File: src/rtl/uart_pkg.sv
// -----------------------------------------------------------------------------
// uart_pkg
// Shared types and constants for the UART transmit path.
//   tx_state_t      : transmitter FSM state (IDLE, START, DATA, STOP)
//   UART_DATA_BITS  : payload bits per frame (8N1)
//   UART_FRAME_BITS : start + data + stop bits per frame
// -----------------------------------------------------------------------------
package uart_pkg;

   typedef enum logic [1:0] {
      IDLE  = 2'd0,
      START = 2'd1,
      DATA  = 2'd2,
      STOP  = 2'd3
   } tx_state_t;

   localparam int UART_DATA_BITS  = 8;
   localparam int UART_FRAME_BITS = 10;

endpackage

File: src/rtl/sync_fifo.sv
// -----------------------------------------------------------------------------
// sync_fifo
// Single-clock FIFO with an occupancy counter.
// Ports:
//   clk, reset       : rising-edge clock, asynchronous active-high reset
//   push, push_data  : write request and data; ignored while full
//   pop, pop_data    : read request; pop_data always shows the head entry
//                      (only meaningful while !empty); ignored while empty
//   full, empty      : occupancy flags derived from level
//   level            : number of stored entries, 0..DEPTH
// DEPTH must be a power of two (>= 2) so the pointers wrap naturally.
// -----------------------------------------------------------------------------
module sync_fifo #(
   parameter int WIDTH = 8,
   parameter int DEPTH = 4
) (
   input  logic                         clk,
   input  logic                         reset,
   input  logic                         push,
   input  logic [WIDTH-1:0]             push_data,
   input  logic                         pop,
   output logic [WIDTH-1:0]             pop_data,
   output logic                         full,
   output logic                         empty,
   output logic [$clog2(DEPTH+1)-1:0]   level
);

   localparam int AW = $clog2(DEPTH);
   localparam int LW = $clog2(DEPTH+1);

   logic [WIDTH-1:0] mem [DEPTH];
   logic [AW-1:0]    wr_ptr;
   logic [AW-1:0]    rd_ptr;
   logic             do_push;
   logic             do_pop;

   // Full blocks a push even when a pop happens on the same edge (no bypass).
   assign do_push  = push && !full;
   assign do_pop   = pop && !empty;

   assign full     = (level == LW'(DEPTH));
   assign empty    = (level == '0);
   assign pop_data = mem[rd_ptr];

   always_ff @(posedge clk or posedge reset) begin
      if (reset) begin
         wr_ptr <= '0;
         rd_ptr <= '0;
         level  <= '0;
      end else begin
         if (do_push) begin
            wr_ptr <= wr_ptr + AW'(1);
         end
         if (do_pop) begin
            rd_ptr <= rd_ptr + AW'(1);
         end
         case ({do_push, do_pop})
            2'b10:   level <= level + LW'(1);
            2'b01:   level <= level - LW'(1);
            default: level <= level;
         endcase
      end
   end

   // Storage needs no reset: entries are only read after being written.
   always_ff @(posedge clk) begin
      if (do_push) begin
         mem[wr_ptr] <= push_data;
      end
   end

endmodule

File: src/rtl/uart_tx_fifo.sv
// -----------------------------------------------------------------------------
// uart_tx_fifo
// 8N1 serial transmitter fed by a small byte FIFO.
// Parameters:
//   DIV   : clock cycles per serial bit, 2..255
//   DEPTH : FIFO entries, power of two, >= 2
// Ports:
//   clk, reset : rising-edge clock, asynchronous active-high reset
//   in_valid   : writer presents in_data
//   in_data    : byte to transmit
//   in_ready   : FIFO can accept a byte (!full)
//   ser_tx     : registered serial line, idle high
//   busy       : a frame (START, DATA or STOP) is on the line
//   level      : FIFO occupancy
//   dbg_state  : current transmitter FSM state
//
// Handshake: a byte is transferred on every rising edge where in_valid and
// in_ready are both high. in_ready depends only on FIFO occupancy, never on
// in_valid; the writer may hold in_valid with stable data until accepted.
// -----------------------------------------------------------------------------
module uart_tx_fifo
   import uart_pkg::*;
#(
   parameter int DIV   = 6,
   parameter int DEPTH = 4
) (
   input  logic                         clk,
   input  logic                         reset,
   input  logic                         in_valid,
   input  logic [7:0]                   in_data,
   output logic                         in_ready,
   output logic                         ser_tx,
   output logic                         busy,
   output logic [$clog2(DEPTH+1)-1:0]   level,
   output tx_state_t                    dbg_state
);

   tx_state_t  state_q;
   tx_state_t  state_d;
   logic [7:0] divcnt_q;
   logic [7:0] divcnt_d;
   logic [2:0] bitidx_q;
   logic [2:0] bitidx_d;
   logic [7:0] shreg_q;
   logic [7:0] shreg_d;
   logic       ser_tx_q;
   logic       ser_tx_d;
   logic       pop;
   logic       full;
   logic       empty;
   logic [7:0] head;
   logic       bit_done;

   sync_fifo #(
      .WIDTH (8),
      .DEPTH (DEPTH)
   ) u_fifo (
      .clk       (clk),
      .reset     (reset),
      .push      (in_valid),
      .push_data (in_data),
      .pop       (pop),
      .pop_data  (head),
      .full      (full),
      .empty     (empty),
      .level     (level)
   );

   assign in_ready  = !full;
   assign ser_tx    = ser_tx_q;
   assign busy      = (state_q != IDLE);
   assign dbg_state = state_q;

   // Last cycle of the current bit period.
   assign bit_done  = (divcnt_q == 8'(DIV - 1));

   always_ff @(posedge clk or posedge reset) begin
      if (reset) begin
         state_q  <= IDLE;
         divcnt_q <= '0;
         bitidx_q <= '0;
         shreg_q  <= '0;
         ser_tx_q <= 1'b1;
      end else begin
         state_q  <= state_d;
         divcnt_q <= divcnt_d;
         bitidx_q <= bitidx_d;
         shreg_q  <= shreg_d;
         ser_tx_q <= ser_tx_d;
      end
   end

   always_comb begin
      state_d  = state_q;
      divcnt_d = divcnt_q + 8'd1;
      bitidx_d = bitidx_q;
      shreg_d  = shreg_q;
      ser_tx_d = ser_tx_q;
      pop      = 1'b0;

      case (state_q)
         IDLE: begin
            divcnt_d = '0;
            ser_tx_d = 1'b1;
            if (!empty) begin
               pop      = 1'b1;
               shreg_d  = head;
               ser_tx_d = 1'b0;
               state_d  = START;
            end
         end

         START: begin
            if (bit_done) begin
               divcnt_d = '0;
               bitidx_d = '0;
               ser_tx_d = shreg_q[0];
               state_d  = DATA;
            end
         end

         DATA: begin
            if (bit_done) begin
               divcnt_d = '0;
               if (bitidx_q == 3'(UART_DATA_BITS - 1)) begin
                  ser_tx_d = 1'b1;
                  state_d  = STOP;
               end else begin
                  // Next bit is shreg[1]: the register shifts on this edge.
                  shreg_d  = shreg_q >> 1;
                  bitidx_d = bitidx_q + 3'd1;
                  ser_tx_d = shreg_q[1];
               end
            end
         end

         STOP: begin
            if (bit_done) begin
               divcnt_d = '0;
               if (!empty) begin
                  // Back-to-back frame: start bit follows the stop bit directly.
                  pop      = 1'b1;
                  shreg_d  = head;
                  ser_tx_d = 1'b0;
                  state_d  = START;
               end else begin
                  ser_tx_d = 1'b1;
                  state_d  = IDLE;
               end
            end
         end

         default: begin
            divcnt_d = '0;
            ser_tx_d = 1'b1;
            state_d  = IDLE;
         end
      endcase
   end

endmodule

File: config.mk
export PLATFORM = sky130hd
export DESIGN_NAME = uart_tx_fifo
export DESIGN_NICKNAME = d
export VERILOG_FILES = /design/src/rtl/uart_pkg.sv /design/src/rtl/sync_fifo.sv /design/src/rtl/uart_tx_fifo.sv
export SDC_FILE = /design/constraint.sdc
export NUM_CORES = 1
export LEC_CHECK = 0
export ABC_CLOCK_PERIOD_IN_PS = 2700
export CORE_MARGIN = 1
export CORE_UTILIZATION = 30
export DETAILED_ROUTE_END_ITERATION = 10
export SYNTH_ARGS = -nofsm -noshare
export SYNTH_HDL_FRONTEND = slang
export SYNTH_HIERARCHICAL = 1
export SYNTH_SLANG_ARGS = --single-unit
File: constraint.sdc
create_clock -name clk -period 2.7 [get_ports clk]
set_input_delay 0.54 -clock clk [delete_from_list [all_inputs] [get_ports clk]]
set_output_delay 0.54 -clock clk [all_outputs]
set_load 0.03 [all_outputs]
; After elaboration in Yosys (flattened, before gate mapping)
; Memories as Yosys holds them, arrays and structs flattened.
; Cells that the tools add are included.
[totals]
ram_bits = 32
output_inout_bits = 8
elab_cells = 74
n_memories = 1
reg_bits = 29
[classes]
n_reduce_logical = 15
n_addsub = 6
n_eq_ne = 14
n_mux = 30
[mem_list]
columns = memory, words, word_bits, read_ports, rd_ports_with_merged_regs, wr, line_no
row1 = u_fifo.mem, 4, 8, 1, 0, 1, sync_fifo.sv:31  ; logic [WIDTH-1:0] mem [DEPTH];
[ops]
columns = op, count
row1 = 8-bit two-way mux, 5
row2 = 8-bit one-hot mux with 3 select lines, 1
row3 = 8-bit one-hot mux with 2 select lines, 1
row4 = "2-bit inequality test, second input constant", 6
row5 = 3-bit one-hot mux with 2 select lines, 2
row6 = 1-bit two-way mux, 10
row7 = 2-bit two-way mux, 5
row8 = 3-bit two-way mux, 3
row9 = "8-bit by 1-bit adder with 8-bit output, second input constant", 1
row10 = "8-bit by 3-bit equality test with 1-bit output, second input constant", 1
row11 = 2-bit one-hot mux with 4 select lines, 1
row12 = 4-bit AND reduction, 2
row13 = "3-bit by 1-bit adder with 3-bit output, second input constant", 2
row14 = "2-bit equality test, second input constant", 3
row15 = "3-bit equality test, second input constant", 2
row16 = 2-bit nonzero test, 3
row17 = 5-bit AND reduction, 1
row18 = "2-bit by 1-bit adder with 2-bit output, second input constant", 2
row19 = "2-bit by 1-bit equality test with 1-bit output, second input constant", 2
row20 = 1-bit one-hot mux with 4 select lines, 1
row21 = 3-bit logical NOT, 1
row22 = 3-bit AND reduction, 1
row23 = 3-bit nonzero test, 1
row24 = 3-bit OR reduction, 1
row25 = other kinds (5), 7

; Depth between registers and ports, before layout
; Gate-level depths: netlist of run 1.
[depth]
ltp_word = 7
depth_mapped = 12

; Cells and area by module
; The synthesis of run 1 kept the hierarchy.
[by_module_without_submodules]
columns = mod, n_inst, area_each_um2, cells_each, seq_area_each_um2
row1 = sync_fifo, 1, 1596.5, 80, 1136.1
row2 = uart_tx_fifo, 1, 1293.7, 116, 551.8

; Worst setup path before layout of run 1
; Ideal clock, no wire load.
[synth_path]
path_kind = register -> register
startpoint = register state_q[0], in the netlist dbg_state[0]
endpoint = register u_fifo.level[2]
path_slack_ns = 0.271
t_arrival_ns = 2.348
setup_ns = 0.081
path_stages_with_launch = 11
n_path_buf = 0
required_ns = 2.619
cell_sequence = dfrtp_1 > inv_1 > ha_1 > nor3_1 > o31a_2 > ha_1 > inv_1 > fa_1 > xor2_1 > nor2_1 > xor2_1
[synth_between]
elab_chain_len = 5
[synth_lines]
columns = item, line_no
row1 = "start, declared", uart_tx_fifo.sv:38  ; tx_state_t state_q;
row2 = "start signal, assigned", uart_tx_fifo.sv:85  ; state_q <= state_d;
row3 = 2-bit equality test / 2-bit logical NOT (equally long branches), uart_tx_fifo.sv:101  ; case (state_q)
row4 = 1-bit one-hot mux with 2 select lines (*), uart_tx_fifo.sv:101
row5 = net pop, uart_tx_fifo.sv:48  ; logic pop;
row6 = 1-bit logical AND (*), sync_fifo.sv:39  ; assign do_pop = pop && !empty;
row7 = net u_fifo.do_pop, sync_fifo.sv:35  ; logic do_pop;
row8 = 2-bit by 1-bit equality test with 1-bit output / 2-bit equality test (equally long branches), sync_fifo.sv:57  ; case ({do_push, do_pop})
row9 = 3-bit one-hot mux with 2 select lines / 2-bit nonzero test (equally long branches), n/a
row10 = "end signal, assigned", sync_fifo.sv:58  ; 2'b10: level <= level + LW'(1);
row11 = "end signal, assigned", sync_fifo.sv:59  ; 2'b01: level <= level - LW'(1);
row12 = "end signal, assigned", sync_fifo.sv:60  ; default: level <= level;
row13 = "end, declared", sync_fifo.sv:25  ; output logic [$clog2(DEPTH+1)-1:0] level
; The timed path passes the listed nets; every way through them passes the cells marked *.
; A chain may end at the register's enable or synchronous reset.

; Worst setup path in the final report of run 1
[layout_path]
startpoint = register divcnt_q[1]
endpoint = register u_fifo.level[2]
[layout_between]
elab_chain_len = 6
[layout_lines]
columns = item, line_no
row1 = "start, declared", uart_tx_fifo.sv:40  ; logic [7:0] divcnt_q;
row2 = "start signal, assigned", uart_tx_fifo.sv:86  ; divcnt_q <= divcnt_d;
row3 = 8-bit by 3-bit equality test with 1-bit output (*), uart_tx_fifo.sv:75  ; assign bit_done = (divcnt_q == 8'(DIV - 1));
row4 = 1-bit two-way mux (*), uart_tx_fifo.sv:138  ; if (bit_done) begin
row5 = 1-bit one-hot mux with 2 select lines (*), uart_tx_fifo.sv:101
row6 = net pop, uart_tx_fifo.sv:48
row7 = 1-bit logical AND (*), sync_fifo.sv:39
row8 = net u_fifo.do_pop, sync_fifo.sv:35
row9 = 2-bit by 1-bit equality test with 1-bit output / 2-bit equality test (equally long branches), sync_fifo.sv:57
row10 = 3-bit one-hot mux with 2 select lines / 2-bit nonzero test (equally long branches), n/a
; Marks and branches as above.

==> reports/metrics.cfg, run 1 <==
[worst_setup_path]
slowest_delay_ps=400
slowest_stage=sky130_fd_sc_hd__dfrtp_1
required_ps=2950
reg2reg_setup_slack_ps=250
endpoint_kind=flip-flop
timing.critical_path.arrival_ps=2700
critical_path.reg2reg.startpoint=divcnt_q[1]$_DFF_PP0_
cp_max_fo=3
reg2reg_depth=12
worstPathCellList=inv_1 > ha_1 > nor4b_4 > a41oi_1 > nor3_2 > o31a_2 > ha_1 > inv_1 > fa_1 > xor2_1 > nor2_1 > xor2_1
cp.buffers_inverters=2
timing.setup.critical_path_class=reg2reg
worst_r2r_endpoint=u_fifo/level[2]$_DFFE_PP0P_
cp-start-kind=flip-flop
cpLargestDelayFamily=adder cells

[logic_synthesis]
multiplexer_area_fraction_after_synthesis_pct=13.33
synth.lib_cells_used.distinct=43
synth-compound-area-share_pct=5.541
number_of_flops_mapped_to_enable_cells_by_yosys=32
asyncSetResetFlopFracSynth_pct=47.54
synthFlopType=sky130_fd_sc_hd__edfxtp_1
syn_area_mm2=0.002890
synth_simple_gate_area_share_pct=9.610
synth_fp_nets=222
synthCells=196
synth-seq-cells=61
synthAdderAreaFrac_pct=6.753
synth_top_family_by_area=multiplexers
syn_area_per_cell_um2=14.75
synth_xor_xnor_area_share_pct=3.636
yosys_warnings=6
synth_sequential_area_ratio_pct=58.40

[floorplanning]
placeableCoreArea_mm2=0.009284
initial_core_util_pct=31.13
vertical_die_dimension_um=100.2
die-area_mm2=0.01003
core.rowCount=35
io-pin-count=19
fp.dieW_um=100.2

[cts]
worst_setup_hold_path_clk_slew_ps=70
clock_tree.buffer_depth=2
numClockSinks=61
skew_pair_late_insertion_delay_ps=330
cts_root_buffer=sky130_fd_sc_hd__clkbuf_8
htree_levels=3
cts_tree=yes
numCtsBuffers=9
ctsHoldBuffers=0

[run]
drv_cap=0

[timing]
relSlewSlack_pct=58.62
finalSetupViolations=0
clock-skew-final_ps=6.861
period_share_pct=90.70
tightestPinTransition_ps=620.7
number_of_max_slew_violations_in_the_final_report=0
fmax_mhz=408.3
finalHoldViolations=0
final.setup.worst_slack_ps=251.1
min_period_ps=2449
totalNegativeSetupSlack_ps=0
setup_repair_after_global_routing_missed_its_margin=no

[layout]
num-nets-final=251
n_antenna_cell=0
finalCoreUtilization_pct=37.39
drive_gt1_share_pct=26.52
areaGrowthSynthToFinish_pct=20.09
most_frequent_cells_in_the_layout=sky130_fd_sc_hd__edfxtp_1, sky130_fd_sc_hd__dfrtp_1, sky130_fd_sc_hd__clkdlybuf4s50_1
final.fill_count=925
mostFrequentLayoutCell=sky130_fd_sc_hd__edfxtp_1

[global_routing]
grt_usage_pct=10.61
grt_first_pass_wirelength_um=8052
grt_antenna_before_repair=0
grt_remaining_overflow=0
grt_start_max_net_pins=23
vias_in_the_first_global_route=1723

[drt]
first_iter_violations=30
detail_route.drc_violations=0
via_count=1575
drt_wl_total_um=4674
drt_first_pass_iters=4
antenna_violating_nets_post_route=0
drt-vias-per-instance=4.387
mean_routed_wirelength_per_cell_um=13.02

[power_and_ir_drop]
power_density_mw_per_mm2=1168
vdd_ir_drop_max_mv=0.4090
p_leak_uw=0.001352

[min_path]
timing.hold.worst.class=in2async

[place]
gp_congestion=0.7492
detailedPlacementHpwl_um=3341
preCtsSetupSlack_ps=196.9
io_buffers=18

[outcome]
status=completed

[cell usage after synthesis (2+ instances only)]
cell / number / area share, %
sky130_fd_sc_hd__a311o_1: 2 / 0.69
sky130_fd_sc_hd__and2_2: 4 / 1.0
sky130_fd_sc_hd__and3_1: 3 / 0.65
sky130_fd_sc_hd__buf_2: 3 / 0.52
sky130_fd_sc_hd__clkbuf_1: 3 / 0.39
sky130_fd_sc_hd__dfrtp_1: 28 / 24
sky130_fd_sc_hd__edfxtp_1: 32 / 33
sky130_fd_sc_hd__ha_1: 14 / 6.1
sky130_fd_sc_hd__inv_1: 14 / 1.8
sky130_fd_sc_hd__mux2_2: 15 / 5.8
sky130_fd_sc_hd__mux4_2: 8 / 6.2
sky130_fd_sc_hd__nand2_1: 4 / 0.52
sky130_fd_sc_hd__nand3_1: 5 / 0.87
sky130_fd_sc_hd__nor2_1: 16 / 2.1
sky130_fd_sc_hd__nor2b_1: 2 / 0.43
sky130_fd_sc_hd__nor3_1: 4 / 0.69
sky130_fd_sc_hd__o21a_1: 2 / 0.52
sky130_fd_sc_hd__o21ai_0: 2 / 0.35
sky130_fd_sc_hd__xnor2_1: 6 / 1.8
sky130_fd_sc_hd__xor2_1: 6 / 1.8
[worst max-delay path by stage]
stage / startpoint / endpoint / slack (ps) / cells past startpoint
after CTS: divcnt_q[1]$_DFF_PP0_ / u_fifo/level[2]$_DFFE_PP0P_ / 180 / 12
after detailed placement: divcnt_q[1]$_DFF_PP0_ / u_fifo/level[2]$_DFFE_PP0P_ / 200 / 12
after global routing: divcnt_q[1]$_DFF_PP0_ / u_fifo/level[2]$_DFFE_PP0P_ / 90 / 12
final: divcnt_q[1]$_DFF_PP0_ / u_fifo/level[2]$_DFFE_PP0P_ / 250 / 12
after floorplan: dbg_state[0]$_DFFE_PP0P_ / u_fifo/level[2]$_DFFE_PP0P_ / 270 / 10
after global placement: divcnt_q[1]$_DFF_PP0_ / u_fifo/level[2]$_DFFE_PP0P_ / 280 / 12
[final cells by class]
type	count	area (um2)	share of cell area, %
sequential	61	1688	48.63
clock inverter	6	87.58	2.523
clock buffer	10	127.6	3.677
multi-input combinational	115	1129	32.52
tap	129	161.4	4.650
timing repair buffer	24	225.2	6.489
inverter	14	52.55	1.514
[state kept, by name, summed over array words and instances (netlist names)]
signal / flops
dbg_state: 2
u_fifo/level: 3
ser_tx: 1
u_fifo/wr_ptr: 2
divcnt_q: 8
u_fifo/mem: 32
bitidx_q: 3
shreg_q: 8
u_fifo/rd_ptr: 2
[worst register-to-register path: cells and delay by family (launching register included)]
family                     cells  cell delay, ps
adders and majority gates      3             690
and+or+nand+nor                3             490
DFF                            1             400
AOI/OAI and AO/OA              2             370
xor gates and xnor gates       2             300
buffers and inverters          2             120
[where the power goes]
group / internal [uW] / switching [uW]
Sequential: 1290 / 241
Combinational: 858 / 801
Clock: 518 / 349
Total: 2660 / 1390
[metal layers]
metal | vias up | share of wire (%) | wire length [um] | GRT usage, %
met5 | - | 0 | 0 | 0
met4 | 0 | 2.2 | 102 | 6.243
met3 | 7 | 2.0 | 94 | 2.298
met1 | 787 | 46 | 2139 | 12.32
li1 | 765 | - | - | -
met2 | 16 | 50 | 2337 | 18.07
[kinds of logic (layout without fill, tap and decap cells)]
family	after synthesis	after routing
fa+ha+maj	15	15
mux	26	26
simple gates	45	45
compound gates	17	17
buf+inv	20	54
flops	61	61
xor+xnor	12	12
[timing repair]
action / CTS / global route
setup buffers: 0 / 0
setup endpoints to repair: 0 / 1
gates resized for setup: 0 / 1
hold endpoints to repair: 0 / 0
[metrics by stage]
stage / instance area (um2) / hold slack [ps] / std cells / power, uW
after floorplan: 2890 / 343.4 / 196 / 2779
after global placement: 3251 / 480.4 / 343 / 3201
after detailed placement: 3251 / 490.8 / 343 / 3232
after CTS: 3466 / 489.5 / 359 / 4107
after global routing: 3471 / 501.0 / 359 / 4334
final: 3471 / 484.5 / 359 / 4053
Note: power is estimated with default switching activity, not from simulation.
==> run 2, diff against run 1 <==
- ABC_CLOCK_PERIOD_IN_PS: 2700 -> 3100
- clock period: 2.7 -> 3.1 ns (I/O delays scaled with it)
==> reports/metrics.cfg, run 2 (synthesis results as in run 1) <==
[power_and_ir_drop]
p_int_uw=2384
fin_total_pwr_uw=3617
power_switching_uw=1233
p_comb_share_pct=39.0
p_sw_share_pct=34.09
vdd_ir_drop_max_mv=0.4423
power_density_mw_per_mm2=1043
clock_group_share_of_total_power_pct=23.9
p_leak_uw=0.001349
seqPwrFrac_pct=37.1

[cts]
cts_resized=0
ctsHoldBuffers=0
worst_setup_hold_path_clk_slew_ps=70
numClockSinks=61
numCtsBuffers=9
cts_tree=yes
htree_levels=3
clock_tree.buffer_depth=2
skew_pair_late_insertion_delay_ps=340
cts_root_buffer=sky130_fd_sc_hd__clkbuf_8
cts_setup_buffers=0

[timing]
setup_repair_after_global_routing_missed_its_margin=no
tightestPinTransition_ps=942.0
finalSetupViolations=0
finalHoldViolations=0
min_period_ps=2602
number_of_max_slew_violations_in_the_final_report=0
final.setup.worst_slack_ps=497.5
fmax_mhz=384.2
totalNegativeSetupSlack_ps=0
clock-skew-final_ps=9.105
relSlewSlack_pct=37.13
period_share_pct=83.95

[place]
io_buffers=18
detailedPlacementHpwl_um=3245
gp_congestion=0.7285
preCtsSetupSlack_ps=526.0

[drt]
detail_route.drc_violations=0
first_iter_violations=40
drt_wl_total_um=4679
via_count=1585
drt_first_pass_iters=4
mean_routed_wirelength_per_cell_um=13.18
drt-vias-per-instance=4.465
antenna_violating_nets_post_route=0

[run]
drv_cap=0

[layout]
drive_gt1_share_pct=25.22
registers.top_by_ff_count=u_fifo/mem
num-nets-final=247
regArea_mm2=0.001688
areaGrowthSynthToFinish_pct=19.96
largest_registers=u_fifo/mem (32), divcnt_q (8), shreg_q (8)
final.fill_count=916
most_frequent_cells_in_the_layout=sky130_fd_sc_hd__edfxtp_1, sky130_fd_sc_hd__dfrtp_1, sky130_fd_sc_hd__clkdlybuf4s50_1
area_of_combinational_cells_with_multiple_inputs_mm2=0.001124
largest_register_ffs=32
mostFrequentLayoutCell=sky130_fd_sc_hd__edfxtp_1
finalCoreUtilization_pct=37.35
n_antenna_cell=0

[min_path]
hold_path_startpoint=divcnt_q[0]$_DFF_PP0_
timing.hold.worst.class=reg2reg

[floorplanning]
io-pin-count=19
placeableCoreArea_mm2=0.009284
initial_core_util_pct=31.13
fp.dieW_um=100.2
vertical_die_dimension_um=100.2
core.rowCount=35
die-area_mm2=0.01003

[worst_setup_path]
cp-start-kind=flip-flop
worst_setup_path_startpoint=divcnt_q[1]$_DFF_PP0_
required_ps=3360
endpoint_kind=flip-flop
critical_path.reg2reg.startpoint=divcnt_q[1]$_DFF_PP0_
cp_max_fo=3
timing.setup.critical_path_class=reg2reg
timing.critical_path.arrival_ps=2860
reg2reg_setup_slack_ps=500

[global_routing]
grt_antenna_before_repair=0
grt_first_pass_wirelength_um=7872
vias_in_the_first_global_route=1638
met1_usage_pct=12.84
globalRouteMet2Util_pct=16.91
top_usage_layer=met2
grt_remaining_overflow=0
use_met3_pct=2.716
grt_usage_pct=10.52
grt_start_max_net_pins=23

[outcome]
status=completed

run 2: changes by cell type in the layout (fill, tap and decap cells not counted):
cell	before	now
sky130_fd_sc_hd__buf_4	6	2
sky130_fd_sc_hd__clkinv_4	0	1
sky130_fd_sc_hd__nor3_1	3	4
sky130_fd_sc_hd__clkinv_2	1	0
sky130_fd_sc_hd__clkbuf_1	1	0
sky130_fd_sc_hd__nor3_2	1	0
sky130_fd_sc_hd__clkinvlp_4	3	2
sky130_fd_sc_hd__inv_6	0	1
sky130_fd_sc_hd__bufinv_16	2	3
run 2: layer usage:
layer  routed length [um]  vias to the layer above
met4                  101                        0
met1                 2203                      796
li1                     -                      765
met3                   79                        7
met5                    0                        -
met2                 2295                       17
run 2: per-stage QoR:
stage	cells	cell area, um2	hold slack [ps]
2_1_floorplan	196	2890	423.4
3_3_place_gp	339	3221	482.7
3_5_place_dp	339	3221	490.8
4_1_cts	355	3467	502.9
5_1_grt	355	3467	522.8
6_report	355	3467	501.4
run 2: power groups by stage:
stage / registers (uW) / logic, uW / clock network (uW)
after global routing: 1390 / 1560 / 910
after global placement: 1360 / 1410 / 0
after CTS: 1350 / 1420 / 880
final: 1340 / 1410 / 863
after detailed placement: 1370 / 1420 / 0
after floorplan: 1330 / 1090 / 0
run 2: final timing paths:
kind / end / depth (start not counted)
worst min register to register: divcnt_q[0]$_DFF_PP0_ / 1
worst max register to register: u_fifo/level[2]$_DFFE_PP0P_ / 12
worst max-delay path: u_fifo/level[2]$_DFFE_PP0P_ / 12
min in group asynchronous: u_fifo/rd_ptr[0]$_DFFE_PP0P_ / 2
max in group asynchronous: bitidx_q[2]$_DFFE_PP0P_ / 2
worst min-delay path: divcnt_q[0]$_DFF_PP0_ / 1
run 2: worst max-delay path: stages, from the launching register on:
cell and delay (ps):
sky130_fd_sc_hd__dfrtp_1 410, sky130_fd_sc_hd__inv_1 70, sky130_fd_sc_hd__ha_1 130, sky130_fd_sc_hd__nor4b_4 330, sky130_fd_sc_hd__a41oi_1 160, sky130_fd_sc_hd__nor3_1 170, sky130_fd_sc_hd__o31a_2 210, sky130_fd_sc_hd__ha_1 180
sky130_fd_sc_hd__inv_1 60, sky130_fd_sc_hd__fa_1 390, sky130_fd_sc_hd__xor2_1 160, sky130_fd_sc_hd__nor2_1 110, sky130_fd_sc_hd__xor2_1 150
run 2: area by class of cell:
cell class / count / area share, %
sequential: 61 / 48.68
tap: 129 / 4.655
inverter: 14 / 1.516
multi-input combinational: 115 / 32.41
clock inverter: 7 / 3.537
clock buffer: 9 / 3.573
timing repair buffer: 20 / 5.630
==> run 3, diff against run 2 <==
- ABC_CLOCK_PERIOD_IN_PS: 3100 -> 2400
- clock period: 3.1 -> 2.4 ns (I/O delays scaled with it)
==> reports/metrics.cfg, run 3 (synthesis results as in run 1) <==
[global_routing]
grt_first_pass_wirelength_um=8328
grt_start_max_net_pins=23
grt_antenna_before_repair=0
vias_in_the_first_global_route=1656
grt_usage_pct=10.97
grt_remaining_overflow=0

[floorplanning]
vertical_die_dimension_um=100.2
initial_core_util_pct=31.13
io-pin-count=19
die-area_mm2=0.01003
placeableCoreArea_mm2=0.009284
core.rowCount=35
fp.dieW_um=100.2

[cts]
htree_levels=3
skew_pair_late_insertion_delay_ps=330
cts_root_buffer=sky130_fd_sc_hd__clkbuf_8
worst_setup_hold_path_clk_slew_ps=60
cts_tree=yes
numCtsBuffers=9
numClockSinks=61
clock_tree.buffer_depth=2

[timing]
period_share_pct=95.81
clock-skew-final_ps=10.55
finalHoldViolations=0
totalNegativeSetupSlack_ps=0
fmax_mhz=434.9
finalSetupViolations=0
tightestPinTransition_ps=412.4
final.setup.worst_slack_ps=100.5
number_of_max_slew_violations_in_the_final_report=0
min_period_ps=2299
setup_repair_after_global_routing_missed_its_margin=yes
relSlewSlack_pct=72.51

[place]
gp_congestion=0.7293
io_buffers=18
placedInstanceArea_mm2=0.003289
preCtsSetupSlack_ps=6.984
detailedPlacementHpwl_um=3333
numPlacedInstances=348

[min_path]
timing.hold.worst.class=in2async

[drt]
mean_routed_wirelength_per_cell_um=13.05
detail_route.drc_violations=0
drt_first_pass_iters=4
antenna_violating_nets_post_route=0
drt_wl_total_um=4776
via_count=1598
first_iter_violations=53
drt-vias-per-instance=4.366

[power_and_ir_drop]
p_leak_uw=0.001388
vdd_ir_drop_max_mv=0.4877
power_density_mw_per_mm2=1316
fin_total_pwr_uw=4657

[layout]
n_antenna_cell=0
largest_registers=u_fifo/mem (32), divcnt_q (8), shreg_q (8)
num-nets-final=258
mostFrequentLayoutCell=sky130_fd_sc_hd__edfxtp_1
layout.cells.non_filler=366
layout.cell_area.non_filler_mm2=0.003538
most_frequent_cells_in_the_layout=sky130_fd_sc_hd__edfxtp_1, sky130_fd_sc_hd__dfrtp_1, sky130_fd_sc_hd__clkdlybuf4s50_1
areaGrowthSynthToFinish_pct=22.42
registers.top_by_ff_count=u_fifo/mem
largest_register_ffs=32
drive_gt1_share_pct=29.54

[worst_setup_path]
worst_r2r_endpoint=u_fifo/level[2]$_DFFE_PP0P_
cp_max_fo=2
endpoint_kind=flip-flop
endpoint=u_fifo/level[2]$_DFFE_PP0P_
timing.setup.critical_path_class=reg2reg
reg2reg_setup_slack_ps=100
cp-start-kind=flip-flop
critical_path.reg2reg.startpoint=divcnt_q[1]$_DFF_PP0_
reg2reg_depth=12
required_ps=2650
worst_setup_path_startpoint=divcnt_q[1]$_DFF_PP0_
timing.critical_path.arrival_ps=2550

[outcome]
status=completed

[run]
drv_cap=0

-- run 3: how the worst min path moves through the flow --
stage / to / slack, ps / cells after the start
after global placement: divcnt_q[0]$_DFF_PP0_ / 480 / 1
after global routing: u_fifo/level[1]$_DFFE_PP0P_ / 470 / 2
after floorplan: u_fifo/level[0]$_DFFE_PP0P_ / 280 / 1
after CTS: u_fifo/level[1]$_DFFE_PP0P_ / 440 / 2
after detailed placement: shreg_q[7]$_DFFE_PP0P_ / 490 / 1
final: u_fifo/level[1]$_DFFE_PP0P_ / 430 / 2
-- run 3: per-stage QoR --
| stage | hold WS, ps | utilization [%] |
|---|---|---|
| 4_1_cts | 439.8 | 37.90 |
| 3_5_place_dp | 490.8 | 35.43 |
| 3_3_place_gp | 477.7 | 35.43 |
| 2_1_floorplan | 283.4 | - |
| 6_report | 425.9 | 38.11 |
| 5_1_grt | 469.1 | 38.11 |
-- run 3: layout make-up --
class	count	area [um2]
Inverter	14	52.55
Sequential cell	61	1689
Clock buffer	11	131.4
Timing Repair Buffer	31	276.5
Tap cell	129	161.4
Fill cell	912	5746
Clock inverter	5	76.32
Multi-Input combinational cell	115	1151
-- run 3: timing repair --
action	4_1_cts	5_1_grt
setup endpoints to repair	2	1
pin swaps	2	3
setup buffers	1	1
resized for setup	4	2
hold buffers	0	0
-- run 3: per-layer routing --
layer | track usage, % | routed length [um] | vias up
li1 | - | - | 779
met1 | 14.47 | 2239 | 792
met2 | 16.91 | 2335 | 18
met3 | 1.671 | 88 | 9
met4 | 7.023 | 113 | 0
met5 | 0 | 0 | -
-- run 3: power breakdown --
part           internal (uW)  leakage, uW  switching (uW)
combinational           1040     0.000638             991
clock                    580     0.000101             378
sequential              1450     0.000649             217
-- run 3: worst max-delay path, stage by stage (launching register included) --
cell,delay [ps]
sky130_fd_sc_hd__dfrtp_1,370
sky130_fd_sc_hd__inv_1,50
sky130_fd_sc_hd__ha_1,130
sky130_fd_sc_hd__nor4b_4,240
sky130_fd_sc_hd__a41oi_2,160
sky130_fd_sc_hd__nor3_2,140
sky130_fd_sc_hd__o31a_2,200
sky130_fd_sc_hd__ha_4,130
sky130_fd_sc_hd__inv_1,50
sky130_fd_sc_hd__fa_2,330
sky130_fd_sc_hd__xor2_1,140
sky130_fd_sc_hd__nor2_1,130
sky130_fd_sc_hd__xor2_1,150
